## src/rtl/spi_frame_tx_if.sv

```systemverilog
// Signal bundle between the SPI frame transmitter and the logic that uses it.
// master: the transmitter itself (drives the SPI pins and status).
// slave : the host/peer side (drives start, tx_data and the returned sdi).
interface spi_frame_tx_if #(
    parameter int FRAME_BITS = 128
);
    logic                  start;
    logic [FRAME_BITS-1:0] tx_data;
    logic                  sdi;
    logic                  sck;
    logic                  sdo;
    logic                  load;
    logic                  busy;
    logic                  done;
    logic [FRAME_BITS-1:0] rx_data;

    modport master (
        input  start, tx_data, sdi,
        output sck, sdo, load, busy, done, rx_data
    );

    modport slave (
        output start, tx_data, sdi,
        input  sck, sdo, load, busy, done, rx_data
    );
endinterface

```

## src/rtl/spi_frame_tx.sv

```systemverilog
// SPI mode-0 master: sends one FRAME_BITS frame MSB first on sck/sdo, framed
// by an active-high load strobe, and captures the full-duplex return on sdi.
//
// state | meaning
// IDLE  | waiting for start; sck=0, load=0, busy=0
// SETUP | load high, first bit on sdo, sck held low for CLK_DIV cycles
// SHIFT | sck toggles every CLK_DIV cycles; sdi sampled on rise, sdo moved on fall
// HOLD  | sck low, load still high for CLK_DIV cycles after the last fall
// GAP   | load low, busy high for GAP_CYCLES before the next frame may start
module spi_frame_tx #(
    parameter int FRAME_BITS = 128,
    parameter int CLK_DIV    = 2,
    parameter int GAP_CYCLES = 4
) (
    input logic            clk,
    input logic            reset_n,
    spi_frame_tx_if.master bus
);
    localparam int CNT_MAX = (CLK_DIV > GAP_CYCLES) ? CLK_DIV : GAP_CYCLES;
    localparam int CNT_W   = $clog2(CNT_MAX + 1);
    localparam int BIT_W   = $clog2(FRAME_BITS);

    localparam logic [CNT_W-1:0] DIV_LAST = CNT_W'(CLK_DIV - 1);
    localparam logic [CNT_W-1:0] GAP_LAST = CNT_W'(GAP_CYCLES - 1);
    localparam logic [BIT_W-1:0] BIT_LAST = BIT_W'(FRAME_BITS - 1);

    typedef enum logic [2:0] {
        IDLE  = 3'd0,
        SETUP = 3'd1,
        SHIFT = 3'd2,
        HOLD  = 3'd3,
        GAP   = 3'd4
    } state_t;

    state_t                state;
    logic [CNT_W-1:0]      cnt;
    logic [BIT_W-1:0]      bit_cnt;
    logic [FRAME_BITS-1:0] tx_sr;
    logic [FRAME_BITS-1:0] rx_sr;
    logic                  sck_q;
    logic                  sdo_q;
    logic                  load_q;
    logic                  busy_q;
    logic                  done_q;
    logic [FRAME_BITS-1:0] rx_data_q;
    logic                  accept;

    // A frame starts from IDLE, or straight out of the last gap cycle when start
    // is held, so back-to-back frames keep load low for exactly GAP_CYCLES.
    always_comb begin
        accept = 1'b0;
        if (bus.start) begin
            if (state == IDLE) begin
                accept = 1'b1;
            end else if (state == GAP && cnt == GAP_LAST) begin
                accept = 1'b1;
            end
        end
    end

    // Frame sequencer; the divider counter restarts on every state change so each
    // sck half-period is a full CLK_DIV cycles.
    always_ff @(posedge clk or negedge reset_n) begin
        if (!reset_n) begin
            state     <= IDLE;
            cnt       <= '0;
            bit_cnt   <= '0;
            tx_sr     <= '0;
            rx_sr     <= '0;
            sck_q     <= 1'b0;
            sdo_q     <= 1'b0;
            load_q    <= 1'b0;
            busy_q    <= 1'b0;
            done_q    <= 1'b0;
            rx_data_q <= '0;
        end else begin
            done_q <= 1'b0;
            if (accept) begin
                state   <= SETUP;
                cnt     <= '0;
                bit_cnt <= '0;
                tx_sr   <= bus.tx_data;
                rx_sr   <= '0;
                sdo_q   <= bus.tx_data[FRAME_BITS-1];
                sck_q   <= 1'b0;
                load_q  <= 1'b1;
                busy_q  <= 1'b1;
            end else begin
                case (state)
                    IDLE: begin
                        cnt <= '0;
                    end
                    SETUP: begin
                        if (cnt == DIV_LAST) begin
                            cnt   <= '0;
                            sck_q <= 1'b1;
                            rx_sr <= {rx_sr[FRAME_BITS-2:0], bus.sdi};
                            state <= SHIFT;
                        end else begin
                            cnt <= cnt + 1'b1;
                        end
                    end
                    SHIFT: begin
                        if (cnt == DIV_LAST) begin
                            cnt <= '0;
                            if (sck_q) begin
                                sck_q <= 1'b0;
                                if (bit_cnt == BIT_LAST) begin
                                    // last bit stays on sdo; no further shift
                                    state <= HOLD;
                                end else begin
                                    tx_sr   <= {tx_sr[FRAME_BITS-2:0], 1'b0};
                                    sdo_q   <= tx_sr[FRAME_BITS-2];
                                    bit_cnt <= bit_cnt + 1'b1;
                                end
                            end else begin
                                sck_q <= 1'b1;
                                rx_sr <= {rx_sr[FRAME_BITS-2:0], bus.sdi};
                            end
                        end else begin
                            cnt <= cnt + 1'b1;
                        end
                    end
                    HOLD: begin
                        if (cnt == DIV_LAST) begin
                            cnt       <= '0;
                            load_q    <= 1'b0;
                            done_q    <= 1'b1;
                            rx_data_q <= rx_sr;
                            state     <= GAP;
                        end else begin
                            cnt <= cnt + 1'b1;
                        end
                    end
                    GAP: begin
                        if (cnt == GAP_LAST) begin
                            cnt    <= '0;
                            busy_q <= 1'b0;
                            state  <= IDLE;
                        end else begin
                            cnt <= cnt + 1'b1;
                        end
                    end
                    default: begin
                        state <= IDLE;
                    end
                endcase
            end
        end
    end

    assign bus.sck     = sck_q;
    assign bus.sdo     = sdo_q;
    assign bus.load    = load_q;
    assign bus.busy    = busy_q;
    assign bus.done    = done_q;
    assign bus.rx_data = rx_data_q;
endmodule
```

## src/flat_wrapper.sv

```systemverilog
// flat-port wrapper written by rule: the top's interface ports become plain ports
module spi_frame_tx_flat 
#(
    parameter int FRAME_BITS = 128,
    parameter int CLK_DIV    = 2,
    parameter int GAP_CYCLES = 4
)
  (clk, reset_n, bus_start, bus_tx_data, bus_sdi, bus_sck, bus_sdo, bus_load, bus_busy, bus_done, bus_rx_data);
  spi_frame_tx_if #(.FRAME_BITS(FRAME_BITS)) bus_i ();
  input logic clk;
  input logic reset_n;
  input wire logic [$bits(bus_i.start)-1:0] bus_start;
  input wire logic [$bits(bus_i.tx_data)-1:0] bus_tx_data;
  input wire logic [$bits(bus_i.sdi)-1:0] bus_sdi;
  output wire logic [$bits(bus_i.sck)-1:0] bus_sck;
  output wire logic [$bits(bus_i.sdo)-1:0] bus_sdo;
  output wire logic [$bits(bus_i.load)-1:0] bus_load;
  output wire logic [$bits(bus_i.busy)-1:0] bus_busy;
  output wire logic [$bits(bus_i.done)-1:0] bus_done;
  output wire logic [$bits(bus_i.rx_data)-1:0] bus_rx_data;
  assign bus_i.start = bus_start;
  assign bus_i.tx_data = bus_tx_data;
  assign bus_i.sdi = bus_sdi;
  assign bus_sck = bus_i.sck;
  assign bus_sdo = bus_i.sdo;
  assign bus_load = bus_i.load;
  assign bus_busy = bus_i.busy;
  assign bus_done = bus_i.done;
  assign bus_rx_data = bus_i.rx_data;
  spi_frame_tx #(.FRAME_BITS(FRAME_BITS), .CLK_DIV(CLK_DIV), .GAP_CYCLES(GAP_CYCLES)) u_core (.clk(clk), .reset_n(reset_n), .bus(bus_i));
endmodule
```

## config.mk

```make
export PLATFORM = sky130hd
export DESIGN_NAME = spi_frame_tx_flat
export DESIGN_NICKNAME = d
export VERILOG_FILES = /design/src/rtl/spi_frame_tx_if.sv /design/src/rtl/spi_frame_tx.sv /design/src/flat_wrapper.sv
export SDC_FILE = /design/constraint.sdc
export NUM_CORES = 1
export LEC_CHECK = 0
export CAP_MARGIN = 20
export CORE_ASPECT_RATIO = 0.8
export CORE_MARGIN = 3
export CORE_UTILIZATION = 50
export DETAILED_ROUTE_END_ITERATION = 6
export GPL_ROUTABILITY_DRIVEN = 0
export PLACE_DENSITY = 0.84
export SLEW_MARGIN = 20
export SYNTH_ARGS = -nofsm -noshare
export SYNTH_HDL_FRONTEND = slang
export SYNTH_SLANG_ARGS = --single-unit
export TNS_END_PERCENT = 10
```

## constraint.sdc

```tcl
create_clock -name clk -period 2.3 [get_ports clk]
set_input_delay 0.575 -clock clk [delete_from_list [all_inputs] [get_ports clk]]
set_output_delay 0.575 -clock clk [all_outputs]
set_load 0.01 [all_outputs]
```

==> impl_metrics.toml <==
[status]
outcome = "finished, final reports clean"

[clocking]
cts_tree = "built"
cts.reportedPaths.clkPinSlew_ps = 60
cts.sinks = 401
h-tree-depth = 2
insertion_delay_ps = 540
clock_tree.root_cell = "clkbuf_16"
clockBufferDepth = 3
cts_buffers = 41

[sta]
fin_ws_ps = 141.2
slew-limit-headroom_pct = 63.32
timing.final.crit_share_pct = 93.86
clock-skew-final_ps = 20.61
worstMarginPinSlew_ps = 549.6
setup_tns_ps = 0
post-route-min-period_ps = 2159
rsz0062_at_grt = "false"
slew_viol_final = 0
hold_viol = 0
finalSetupViolations = 0
fmax_mhz = 463.2

[logic_synthesis]
syn_nets = 1493
synth_flop_cell = "dfrtp_1"
synth_edf_count = 0
synth_top_family_by_area = "compound AO/OA/AOI/OAI gates"
syn_inst = 1356
synth_simple_gate_area_share_pct = 5.549
synth_compound_area_share_pct = 17.53
async_flop_share_pct = 100.0
syn_area_per_cell_um2 = 12.07
synth_warnings = 0
synthXorXnorAreaFrac_pct = 0.1070
synth_cell_types = 42
synth-adder-area-share_pct = 0.3822
muxShareOfSynthArea_pct = 8.874
synth-seq-cells = 401
synth_area_um2 = 16370
yosysSeqAreaShare_pct = 61.30

[floorplan]
start_util_pct = 51.38
coreArea_um2 = 31860
die_w_um = 208.3
row_count = 58
fp.dieH_um = 167.8
pin_count = 265
dieArea_um2 = 34960

[power]
p_leak_nw = 10.03
ir_worst_vdd_v = 0.0006125
power.density_nw_per_um2 = 1203

[worst_setup_path]
crit_path_end_kind = "output pin"
critPathArrivalTime_ps = 1580
path_class = "register to output pin"
cp_max_fo = 6
worstSetupStartpointType = "register"
crit_chain = "clkdlybuf4s50_1"
worst-path-buf-inv = 1
critPathMaxStageDelay_ps = 630
cp_top_family = "buffers and inverters"
slowest_stage = "clkdlybuf4s50_1"
r2r_setup_slack_ps = 160
crit_required_ps = 1730

[drt]
wl_per_cell_um = 18.55
topRoutingLayerUsed = "met5"
postRouteWirelength_um = 37990
postRouteAntennaNets = 0
wl_met3_um = 2202
drt_iter0_drc = 916
wirelength_met1_um = 16850
wl_met2_um = 18030
via_count = 11385
drt_first_pass_iters = 5
via_per_inst = 5.559
route.detailed.drc = 0

[placement]
place_ws_ps = 39.93
dp_hpwl_um = 24140
io_buffer_count = 264
dpl-instance-area_um2 = 19650

[finish]
final_common_cell = "dfrtp_1"
finish.net_count = 1740
drive_above_1_share_pct = 14.00
final_cell_mix = "401 x dfrtp_1, 263 x clkdlybuf4s50_1, 138 x nand3_1, 134 x o21ai_0, 133 x inv_1"
fin_area_um2 = 20990
syn_to_final_growth_pct = 28.23
antenna_cells = 0

[global_route]
grt_pass1_vias = 11770
antenna_found_initial = 1
grt_max_degree = 99
grt.total_usage_pct = 21.52
grt_pass1_wl_um = 62140
grt_overflow = 0

[flow_run]
drv_cap = 0

[worst_hold_path]
hp-class = "register to register"
[metal layers]
layer,GRT usage [%],up-vias
met5,0,-
met4,6.505,2
met3,4.136,66
met2,34.52,338
met1,30.20,5744
li1,-,5235
[synth_stat cells, types with 2 or more instances]
cell	instances	area, µm²
buf_2	36	180.2
a21oi_1	4	20.02
mux2_1	10	112.6
o21ai_0	134	670.6
nor2_1	6	22.52
nor2b_1	3	18.77
nand2b_1	2	12.51
and3_1	2	12.51
or3_1	2	12.51
buf_6	11	123.9
nand2_1	15	56.30
nand3_1	139	695.7
nor2_2	2	12.51
inv_1	133	499.2
clkbuf_1	36	135.1
mux2_2	119	1340
xor2_1	2	17.52
ha_1	5	62.56
a21o_1	126	945.9
dfrtp_1	401	10030
buf_1	17	63.81
o22ai_1	2	12.51
o21a_1	2	15.01
nor3b_1	2	15.01
buf_4	3	22.52
a22o_1	126	1104
[where the power goes]
group          switching [W]  total, W  leakage, nW  internal (W)
Sequential           0.00169    0.0112         5.35       0.00951
Combinational        0.00360   0.00743         4.03       0.00382
Clock                0.00264   0.00663        0.646       0.00399
[path summary, 6_finish.rpt]
| kind | end | cells after the start | startpoint |
|---|---|---|---|
| max in group asynchronous | u_core.bus.rx_data[3] | 3 | reset_n |
| max reg2reg | u_core.tx_sr[117] | 7 | u_core.cnt[0] |
| min reg2reg | u_core.tx_sr[45] | 1 | u_core.tx_sr[45] |
| min | u_core.tx_sr[45] | 1 | u_core.tx_sr[45] |
| max | bus_sck | 1 | u_core.bus.sck |
| min in group asynchronous | u_core.bus.rx_data[49] | 2 | reset_n |
[timing repair]
item	CTS	global route
gates resized for setup	0	0
hold buffers	1	0
endpoints found under the setup margin	0	104
endpoints found under the hold margin	36	0
setup buffers	0	0
[flip-flops by register name, indices dropped and copies added, names as in the netlist]
name,count
u_core.bus.busy,1
u_core.bit_cnt,7
u_core.cnt,3
u_core.rx_sr,128
u_core.bus.rx_data,128
u_core.bus.sdo,1
u_core.state,3
u_core.bus.load,1
u_core.tx_sr,127
u_core.bus.sck,1
u_core.bus.done,1
[logic make-up after synthesis]
group / count (synthesis)
XOR/XNOR: 2
flip-flops: 401
AO/OA/AOI/OAI: 405
buffers and inverters: 236
adder cells (fa/ha/maj): 5
multiplexers: 129
AND/OR/NAND/NOR: 178
[per-stage QoR]
step	total power (W)	hold slack (ps)	instances	utilization [%]
after CTS	0.02548	478.7	2047	65.87
final	0.02525	476.6	2048	65.89
after floorplan	0.01555	279.4	1356	-
after global routing	0.02682	490.2	2048	65.89
after global placement	0.01819	458.4	1978	61.67
after detailed placement	0.01868	465.4	1978	61.67
[cell type report]
type                    count  area, µm²
clock buffers              59       1176
clock inverters             9      151.4
fillers                  2302      10870
inverters                 133      499.2
multi-input cells         720       5363
flip-flops and latches    401      10030
well taps                 420      525.5
repair buffers            306       3241
Power figures use the tool's default switching activity.
